<file path="src/rtl/uart_mem_ctrl_pkg.sv">
// Shared definitions for the UART memory load/dump controller:
// FSM state encoding, mode / memory-select constants and a byte-lane helper.
package uart_mem_ctrl_pkg;

  typedef enum logic [2:0] {
    IDLE        = 3'd0,
    LOAD_BYTE   = 3'd1,
    LOAD_WRITE  = 3'd2,
    DUMP_READ   = 3'd3,
    DUMP_WAIT   = 3'd4,
    DUMP_SEND   = 3'd5,
    DUMP_TXWAIT = 3'd6,
    DONE        = 3'd7
  } state_t;

  localparam logic MODE_LOAD = 1'b0;
  localparam logic MODE_DUMP = 1'b1;
  localparam logic RAM_INST  = 1'b0;
  localparam logic RAM_DATA  = 1'b1;

  // Little-endian byte lane of a 32-bit word (lane 0 = bits [7:0]).
  function automatic logic [7:0] lane_of(input logic [31:0] word, input logic [1:0] idx);
    return word[{idx, 3'b000} +: 8];
  endfunction

endpackage

</file>
<file path="src/rtl/uart_mem_ctrl_packer.sv">
// uart_word_packer: byte<->word lane handling shared by the load and dump paths.
// Holds the byte index counter and the word assembly register. On the load side
// each written byte lands in lane idx; on the dump side lane idx of word_i is
// presented on lane_o. The 2-bit index wraps after lane 3, so a new word always
// starts at lane 0 without an explicit clear.
module uart_word_packer
  import uart_mem_ctrl_pkg::*;
(
  input  logic        clk,
  input  logic        reset,
  input  logic        clr_i,
  input  logic        wr_i,
  input  logic        adv_i,
  input  logic [7:0]  byte_i,
  input  logic [31:0] word_i,
  output logic [1:0]  idx_o,
  output logic [31:0] asm_next_o,
  output logic [7:0]  lane_o
);

  logic [1:0]  idx_q;
  logic [31:0] asm_q;

  // Assembly word with the incoming byte merged into the current lane.
  always_comb begin
    asm_next_o = asm_q;
    asm_next_o[{idx_q, 3'b000} +: 8] = byte_i;
  end

  assign lane_o = lane_of(word_i, idx_q);
  assign idx_o  = idx_q;

  // Byte index and assembly register; clear has priority over write/advance.
  always_ff @(posedge clk) begin
    if (!reset) begin
      idx_q <= 2'd0;
      asm_q <= 32'd0;
    end else if (clr_i) begin
      idx_q <= 2'd0;
      asm_q <= 32'd0;
    end else if (wr_i) begin
      asm_q <= asm_next_o;
      idx_q <= idx_q + 2'd1;
    end else if (adv_i) begin
      idx_q <= idx_q + 2'd1;
    end
  end

endmodule

</file>
<file path="src/rtl/uart_mem_ctrl.sv">
// uart_mem_ctrl: sequences UART load (RX -> memory) and dump (memory -> TX)
// sessions while holding the CPU. Words are little-endian, 4 bytes each.
// Optional feature macro: UART_CHECKSUM_EN -- running mod-256 byte sum on
// xfer_sum and a trailing checksum byte at the end of a dump.
// TX handshake: tx_start is a one-cycle pulse issued only when tx_busy=0; the
// TX engine raises tx_busy the cycle after the pulse and lowers it when the
// byte is gone, so tx_busy is ignored in the first cycle after the pulse.
module uart_mem_ctrl
  import uart_mem_ctrl_pkg::*;
#(
  parameter int ADDR_WIDTH = 8,
  parameter int DEPTH      = 256
) (
  input  logic                  clk,
  input  logic                  reset,
  input  logic                  uart_on,
  input  logic                  uart_mode,
  input  logic                  uart_ram_id,
  input  logic                  rx_valid,
  input  logic [7:0]            rx_data,
  input  logic                  tx_busy,
  output logic                  tx_start,
  output logic [7:0]            tx_data,
  output logic                  mem_sel,
  output logic                  mem_we,
  output logic [ADDR_WIDTH-1:0] mem_addr,
  output logic [31:0]           mem_wdata,
  input  logic [31:0]           mem_rdata,
  output logic                  cpu_hold,
  output logic                  busy,
  output logic                  done,
  output logic [ADDR_WIDTH:0]   word_count,
  output logic [7:0]            xfer_sum,
  output logic [2:0]            dbg_state
);

`ifdef UART_CHECKSUM_EN
  localparam bit CSUM_EN = 1'b1;
`else
  localparam bit CSUM_EN = 1'b0;
`endif

  localparam logic [ADDR_WIDTH:0] DEPTH_W = (ADDR_WIDTH + 1)'(DEPTH);

  state_t                state_q;
  logic                  mem_sel_q, mem_we_q, tx_start_q, first_q, sum_phase_q;
  logic [7:0]            tx_data_q;
  logic [ADDR_WIDTH-1:0] mem_addr_q;
  logic [31:0]           mem_wdata_q, rdata_q;
  logic [ADDR_WIDTH:0]   count_q, count_inc;
  logic                  pk_clr, pk_wr, pk_adv, tx_fire, byte_done, last_word;
  logic [1:0]            pk_idx;
  logic [31:0]           pk_asm_next;
  logic [7:0]            pk_lane;

  assign count_inc = count_q + 1'b1;
  assign last_word = (count_inc == DEPTH_W);
  assign tx_fire   = (state_q == DUMP_SEND) && uart_on && !tx_busy;
  assign byte_done = (state_q == DUMP_TXWAIT) && !first_q && !tx_busy;
  assign pk_clr    = (state_q == IDLE);
  assign pk_wr     = uart_on && rx_valid && ((state_q == LOAD_BYTE) || (state_q == LOAD_WRITE));
  assign pk_adv    = byte_done && uart_on && !sum_phase_q;

  uart_word_packer u_packer (
    .clk        (clk),
    .reset      (reset),
    .clr_i      (pk_clr),
    .wr_i       (pk_wr),
    .adv_i      (pk_adv),
    .byte_i     (rx_data),
    .word_i     (rdata_q),
    .idx_o      (pk_idx),
    .asm_next_o (pk_asm_next),
    .lane_o     (pk_lane)
  );

  // Session FSM with registered strobes, address and word counter.
  always_ff @(posedge clk) begin
    if (!reset) begin
      state_q     <= IDLE;
      mem_sel_q   <= 1'b0;
      mem_we_q    <= 1'b0;
      mem_addr_q  <= '0;
      mem_wdata_q <= 32'd0;
      tx_start_q  <= 1'b0;
      tx_data_q   <= 8'd0;
      rdata_q     <= 32'd0;
      count_q     <= '0;
      first_q     <= 1'b0;
      sum_phase_q <= 1'b0;
    end else begin
      mem_we_q   <= 1'b0;
      tx_start_q <= 1'b0;
      case (state_q)
        IDLE: begin
          if (uart_on) begin
            mem_sel_q   <= (uart_ram_id == RAM_DATA) ? RAM_DATA : RAM_INST;
            count_q     <= '0;
            mem_addr_q  <= '0;
            sum_phase_q <= 1'b0;
            state_q     <= (uart_mode == MODE_DUMP) ? DUMP_READ : LOAD_BYTE;
          end
        end
        LOAD_BYTE: begin
          if (!uart_on) begin
            state_q <= IDLE;
          end else if (rx_valid && (pk_idx == 2'd3)) begin
            mem_we_q    <= 1'b1;
            mem_wdata_q <= pk_asm_next;
            state_q     <= LOAD_WRITE;
          end
        end
        LOAD_WRITE: begin
          mem_addr_q <= mem_addr_q + 1'b1;
          count_q    <= count_inc;
          if (!uart_on)      state_q <= IDLE;
          else if (last_word) state_q <= DONE;
          else               state_q <= LOAD_BYTE;
        end
        DUMP_READ: state_q <= uart_on ? DUMP_WAIT : IDLE;
        DUMP_WAIT: begin
          rdata_q <= mem_rdata;
          state_q <= uart_on ? DUMP_SEND : IDLE;
        end
        DUMP_SEND: begin
          if (!uart_on) begin
            state_q <= IDLE;
          end else if (!tx_busy) begin
            tx_start_q <= 1'b1;
            tx_data_q  <= sum_phase_q ? xfer_sum : pk_lane;
            first_q    <= 1'b1;
            state_q    <= DUMP_TXWAIT;
          end
        end
        DUMP_TXWAIT: begin
          if (first_q) begin
            first_q <= 1'b0;
          end else if (!tx_busy) begin
            if (!uart_on) begin
              state_q <= IDLE;
            end else if (sum_phase_q) begin
              state_q <= DONE;
            end else if (pk_idx == 2'd3) begin
              mem_addr_q <= mem_addr_q + 1'b1;
              count_q    <= count_inc;
              if (!last_word) begin
                state_q <= DUMP_READ;
              end else if (CSUM_EN) begin
                sum_phase_q <= 1'b1;
                state_q     <= DUMP_SEND;
              end else begin
                state_q <= DONE;
              end
            end else begin
              state_q <= DUMP_SEND;
            end
          end
        end
        DONE:    if (!uart_on) state_q <= IDLE;
        default: state_q <= IDLE;
      endcase
    end
  end

`ifdef UART_CHECKSUM_EN
  logic [7:0] sum_q;
  // Running byte sum: cleared at session start, adds each received or sent data byte.
  always_ff @(posedge clk) begin
    if (!reset)                         sum_q <= 8'd0;
    else if ((state_q == IDLE) && uart_on) sum_q <= 8'd0;
    else if (pk_wr)                     sum_q <= sum_q + rx_data;
    else if (tx_fire && !sum_phase_q)   sum_q <= sum_q + pk_lane;
  end
  assign xfer_sum = sum_q;
`else
  assign xfer_sum = 8'h00;
`endif

  assign tx_start   = tx_start_q;
  assign tx_data    = tx_data_q;
  assign mem_sel    = mem_sel_q;
  assign mem_we     = mem_we_q;
  assign mem_addr   = mem_addr_q;
  assign mem_wdata  = mem_wdata_q;
  assign word_count = count_q;
  assign cpu_hold   = (state_q != IDLE);
  assign busy       = (state_q != IDLE) && (state_q != DONE);
  assign done       = (state_q == DONE);
  assign dbg_state  = state_q;

endmodule

</file>
<file path="config.mk">
export PLATFORM = sky130hd
export DESIGN_NAME = uart_mem_ctrl
export DESIGN_NICKNAME = d
export VERILOG_FILES = /design/src/rtl/uart_mem_ctrl_pkg.sv /design/src/rtl/uart_mem_ctrl_packer.sv /design/src/rtl/uart_mem_ctrl.sv
export SDC_FILE = /design/constraint.sdc
export NUM_CORES = 1
export LEC_CHECK = 0
export ABC_CLOCK_PERIOD_IN_PS = 2600
export CORE_AREA = 2 2 112 114
export DETAILED_ROUTE_END_ITERATION = 10
export DIE_AREA = 0 0 114 116
export GPL_TIMING_DRIVEN = 0
export PLACE_DENSITY = 0.82
export SYNTH_ARGS = -nofsm -noshare
export SYNTH_HDL_FRONTEND = slang
export SYNTH_HIERARCHICAL = 1
export SYNTH_SLANG_ARGS = --single-unit
</file>
<file path="constraint.sdc">
create_clock -name clk -period 2.6 [get_ports clk]
set_input_delay 0.52 -clock clk [delete_from_list [all_inputs] [get_ports clk]]
set_output_delay 0.52 -clock clk [all_outputs]
set_load 0.01 [all_outputs]
</file>
# == Word-level counts from Yosys, hierarchy flattened ==
# Cells that the tools add are included.
# op_classes
add_sub_neg,4
n_div,0
mul,0
mux,38
n_reduce_logical,24
n_eq_ne,20
n_shift,3
order_cmp,0
bitwise,2
# op_table
operator,count
$mux W3,15
$mux W9,5
$mux W8,5
$bwmux W32,1
$shift A8 B7 Y32 const A,1
$shiftx A32 B6 Y8,1
$shiftx A8 B7 Y32,1
$pmux W9 S3,1
$pmux W3 S8,1
$pmux W8 S3,1
$reduce_and A3 Y1,5
$ne A2 B2 Y1 const B,7
$eq A3 B3 Y1 const B,4
$reduce_and A6 Y1,2
$add A9 B1 Y9 const B,1
$eq A9 B9 Y1 const B,1
$add A8 B1 Y8 const B,1
$logic_and A1 B1 Y1,7
$neg A5 Y7,1
$eq A3 B2 Y1 const B,2
$mux W2,3
$ne A3 B3 Y1 const B,2
$reduce_bool A3 Y1,2
$mux W1,5
13 further kinds,16
# totals
latchBits,0
elab_cells,103
rom_bits,0
n_memories,0
ff_bits,130
in_bits,47
ramBits,0

# == Depth between registers and ports, before layout ==
# Gate-level depths: netlist (run 1).
# logic_depth
depth_word,8
ltp_mapped,11
mapped_depth_nobuf,7

# == Cells and area by module ==
# The synthesis (run 1) kept the hierarchy.
# by_module_without_submodules
module,area_per_inst_um2,n_inst,cells_each
uart_mem_ctrl,4065.1,1,470
uart_word_packer,2021.9,1,220

# == Worst setup path before layout (run 1) ==
# No wires, ideal clock.
# synth_timing
path_type,register to register
startpoint,reg u_packer.idx_q[1] (netlist: u_packer/idx_o[1])
endpoint,reg mem_wdata_q[24] (netlist: mem_wdata[24])
stages_incl_launch_ff,11
setup_time_ps,116
t_arrival_ps,1989
synth_period_minus_slack_ps,2106
t_required_ps,2484
setup_slack_ps,494
path_cell_list,dfxtp_1 -> clkbuf_1 -> inv_1 -> ha_1 -> and3b_1 -> buf_6 -> and2_1 -> buf_6 -> a22o_1 -> nand2_1 -> a21boi_1
# synth_via
elab_chain_len,3
# synth_rtl
element,line,text
start: declaration,uart_mem_ctrl_packer.sv:21,logic [1:0] idx_q;
start signal: assignment,uart_mem_ctrl_packer.sv:43,idx_q <= idx_q + 2'd1;
start signal: assignment,uart_mem_ctrl_packer.sv:45,idx_q <= idx_q + 2'd1;
$neg A5 Y7 (*),uart_mem_ctrl_packer.sv:27,"asm_next_o[{idx_q, 3'b000} +: 8] = byte_i;"
$shiftx A8 B7 Y32 or $shift A8 B7 Y32 (tied branches),uart_mem_ctrl_packer.sv:27,
$bwmux W32 (*),uart_mem_ctrl_packer.sv:27,
via pk_asm_next[24],uart_mem_ctrl.sv:53,logic [31:0] pk_asm_next;
end signal: assignment,uart_mem_ctrl.sv:109,mem_wdata_q <= pk_asm_next;
end: declaration,uart_mem_ctrl.sv:49,"logic [31:0] mem_wdata_q, rdata_q;"
# Mark *: on every way through the listed nets, which the timed path passes. The rest lies on a longest branch.
# A chain may end at the register's enable or synchronous reset.

# == Final worst setup path (run 1) ==
# layout_timing
startpoint,reg state_q[1] (netlist: dbg_state[1])
endpoint,out cpu_hold
# layout_via
elab_chain_len,1
# layout_rtl
element,line,text
start: declaration,uart_mem_ctrl.sv:45,state_t state_q;
start signal: assignment,uart_mem_ctrl.sv:101,state_q <= (uart_mode == MODE_DUMP) ? DUMP_READ : LOAD_BYTE;
start signal: assignment,uart_mem_ctrl.sv:120,DUMP_READ: state_q <= uart_on ? DUMP_WAIT : IDLE;
start signal: assignment,uart_mem_ctrl.sv:123,state_q <= uart_on ? DUMP_SEND : IDLE;
$reduce_bool A3 Y1,uart_mem_ctrl.sv:186,assign cpu_hold = (state_q != IDLE);
end: declaration,uart_mem_ctrl.sv:29,"output logic cpu_hold,"
# Every way passes these cells.

==> results of run 1 <==
[through the flow]
| step | total power [mW] | hold WS [ps] | TNS, ps | setup WS [ps] | instances |
|---|---|---|---|---|---|
| after detailed placement | 2.32 | 444 | -5030 | -261 | 948 |
| after global routing | 5.03 | 457 | 0 | 0.227 | 979 |
| after global placement | 2.31 | 438 | -2320 | -142 | 948 |
| after CTS | 4.91 | 440 | 0 | 12.1 | 979 |
| after floorplan | 2.20 | 430 | 0 | 494 | 697 |
| final | 4.89 | 450 | 0 | 84.8 | 979 |
[state kept, by name, indices dropped and copies added, names as in the netlist, 2 cells and up]
name,cells
mem_wdata,32
rdata_q,32
u_packer/asm_q,32
word_count,9
mem_addr,8
tx_data,8
dbg_state,3
u_packer/idx_o,2
[synth_stat cells (all sizes together) (4+ instances only)]
library cell	n	area, um2
nand2	159	599
buf	41	303
nor2	44	165
nand3	7	35.0
o31ai	4	30.0
xor2	7	61.3
clkbuf	24	92.6
mux4	8	210
ha	7	87.6
mux2i	9	90.1
and3	4	30.0
o211ai	5	37.5
and2	5	33.8
nand4	11	68.8
dfxtp	130	2600
a21oi	13	65.1
a22o	24	210
nor2b	15	93.8
inv	18	67.6
a32oi	24	210
a21boi	65	488
o21ai	20	100
[area by class of cell]
cell class,instances,area (um2),share of cell area
sequential,130,2600,0.325
tap,147,184,0.0230
inverter,18,67.6,0.00844
clock inverter,10,180,0.0225
timing repair buffer,104,1040,0.130
buffer,65,402,0.0502
multi-input combinational,484,3060,0.382
clock buffer,21,470,0.0587
[cell families (layout without fill, tap and decap cells)]
family | Yosys count | after routing | synth area share
fa+ha+maj | 7 | 7 | 0.0144
mux | 17 | 17 | 0.0493
xor+xnor | 9 | 9 | 0.0130
flops | 130 | 130 | 0.428
other cells | 1 | 8 | 0.000616
simple gates | 272 | 272 | 0.209
buf+inv | 83 | 218 | 0.0761
compound gates | 171 | 171 | 0.210
[layer usage]
metal,wire [um],up-vias,track usage
li1,-,2651,-
met1,6580,2590,0.282
met2,7840,225,0.419
met3,1010,33,0.0617
met4,364,0,0.0935
met5,0,-,0
[path summary, 6_finish.rpt]
check,startpoint,endpoint,slack [ps],depth (start not counted)
min,mem_wdata[20]$_SDFFE_PN0P_,mem_wdata[20]$_SDFFE_PN0P_,450,2
min reg2reg,mem_wdata[20]$_SDFFE_PN0P_,mem_wdata[20]$_SDFFE_PN0P_,450,2
max reg2reg,u_packer/idx_o[0]$_SDFFE_PP0P_,mem_wdata[1]$_SDFFE_PN0P_,240,10
max,dbg_state[1]$_SDFFE_PN0P_,cpu_hold,80,5
[worst max-delay path, delay by kind of cell, from the launching register on]
family                 cells  cell delay (ps)
buffers and inverters      4             1010
DFF                        1              320
and+or+nand+nor            1              260
[power by group]
part	switching, mW	internal [mW]	leakage (nW)
Combinational	0.142	0.134	1.51
Clock	0.839	1.77	0.315
Sequential	0.00888	2.00	1.05
[repair_timing]
item	in CTS	in global routing
hold buffers	0	0
resized for setup	1	6
buffers inserted	0	0
hold endpoints to repair	0	0
setup endpoints to repair	2	50
==> impl_summary.log, run 1 <==
INFO  metric status = completed
INFO  metric synth_cell_types = 62
INFO  metric htree_levels = 4
INFO  metric period_needed = 2520 ps
INFO  metric postSynthRegisterBits = 130
INFO  metric vias = 5499
INFO  metric timing.final.crit_share = 0.967
INFO  metric floorplan.rows = 40
INFO  metric critical-path-slowest-cell = clkdlybuf4s50_1
INFO  metric clk_pin_slew = 60 ps
INFO  metric achievable-frequency = between 300 and 400 MHz
INFO  metric most_common_cell_after_layout_fill_and_taps_aside = nand2_1
INFO  metric syn_avg_cell_area = 8.82 um2
INFO  metric nFillCells = 980
INFO  metric leakagePower = 2.87 nW
INFO  metric routed_length_per_placed_instance = 16.1 um
INFO  metric antenna_cells_inserted = 0
INFO  metric crit_path_start_kind = flip-flop
INFO  metric fin_skew = 4.88 ps
INFO  metric final_core_utilization = 0.672
INFO  metric final_cell_area = 8010 um2
INFO  metric cap_viol_max_count = 0
INFO  metric grt_pass1_wl = 24.8 mm
INFO  metric placement.cell_area = 7340 um2
INFO  metric syn_area = 6090 um2
INFO  metric hold_class = flip-flop to flip-flop
INFO  metric number_of_nets_in_the_layout = 874
INFO  metric postSynthCellCount = 690
INFO  metric asyncSetResetFlopFracSynth = 0
INFO  metric grt_use_total = 0.239
INFO  metric cp_slowest_stage_delay = between 400 and 500 ps
INFO  metric critical_path_start_end_classification = flip-flop to output pin
INFO  metric die_w = 114 um
INFO  metric worst_ir_drop_vdd = 0.000425 V
INFO  metric synth_warnings = 6
INFO  metric worst-slew-pin-transition = between 600 and 700 ps
INFO  metric maximum_number_of_pins_on_one_net_before_global_route_repair = 17
INFO  metric normalized_max_slew_margin = 0.553
INFO  metric gpl.final_weighted_congestion = about 0.87
INFO  metric power_per_unit_of_standard_cell_area = 611 nW/um2
INFO  metric post-route-drc-count = 0
INFO  metric critical_path.endpoint_type = output pin
INFO  metric crit_path_max_fanout = 10
INFO  metric io_buffer_count = 104
INFO  metric slew_viol_final = 0
INFO  metric cp.required = between 2000 and 2500 ps
INFO  metric die_area = ~13000 um2
INFO  metric critical_path_arrival = ~2000 ps
INFO  metric sum_of_net_half_perimeters_after_detailed_placement = approximately 11 mm
INFO  metric num_io_pins = around 120
INFO  metric setup_viol = 0
INFO  metric initial_core_util = 0.511
INFO  metric post_route_cells_drive_above_1_share = 0.107
INFO  metric core_area = 11900 um2
INFO  metric cp_cell_sequence = clkbuf_4 > clkbuf_4 > nor3_2 > inv_1 > clkdlybuf4s50_1
INFO  metric grt_pass1_vias = slightly above 5000
INFO  metric rsz_0062_raised_after_global_routing = false
INFO  metric synth-main-ff-cell = dfxtp_1
INFO  metric area_growth_syn_to_layout = 31.6%
INFO  metric drt-initial-drc-count = 481
INFO  metric clkSinkCount = between 100 and 150
INFO  metric detail-route-antenna-nets = 0
INFO  metric cts_tree = built
INFO  metric avgViaCountPerCell = 5.62
INFO  metric global_route.overflow_total = 0
INFO  metric clk_latency = 410 ps
INFO  metric synth_enable_flop_cells = 0
INFO  metric cpMostUsedCell = clkbuf_4
INFO  metric route.final.wire_length = 15.8 mm
INFO  metric hold_violations = 0
INFO  metric num_cts_buffers = 17
INFO  metric dieHeight = 116 um
INFO  metric antenna_found_initial = 0
INFO  metric buffer_depth_of_the_longest_clock_path = 2
INFO  metric cts_root_buffer = clkbuf_16
INFO  metric synth_seq_area_share = 0.428
INFO  metric commonest_cells_after_routing_fill_and_taps_aside = nand2_1, dfxtp_1, clkdlybuf4s50_1, a21boi_1, nor2_1
INFO  metric dr.pass1.iters = 5
(Power assumes the default switching activity.)
==> run 2, diff against run 1 <==
CTS_CLUSTER_SIZE = 28   (was unset)
SLEW_MARGIN = 20   (was unset)
==> results of run 2 <==
The final DEF is identical to that of run 1; final timing and power are the same.
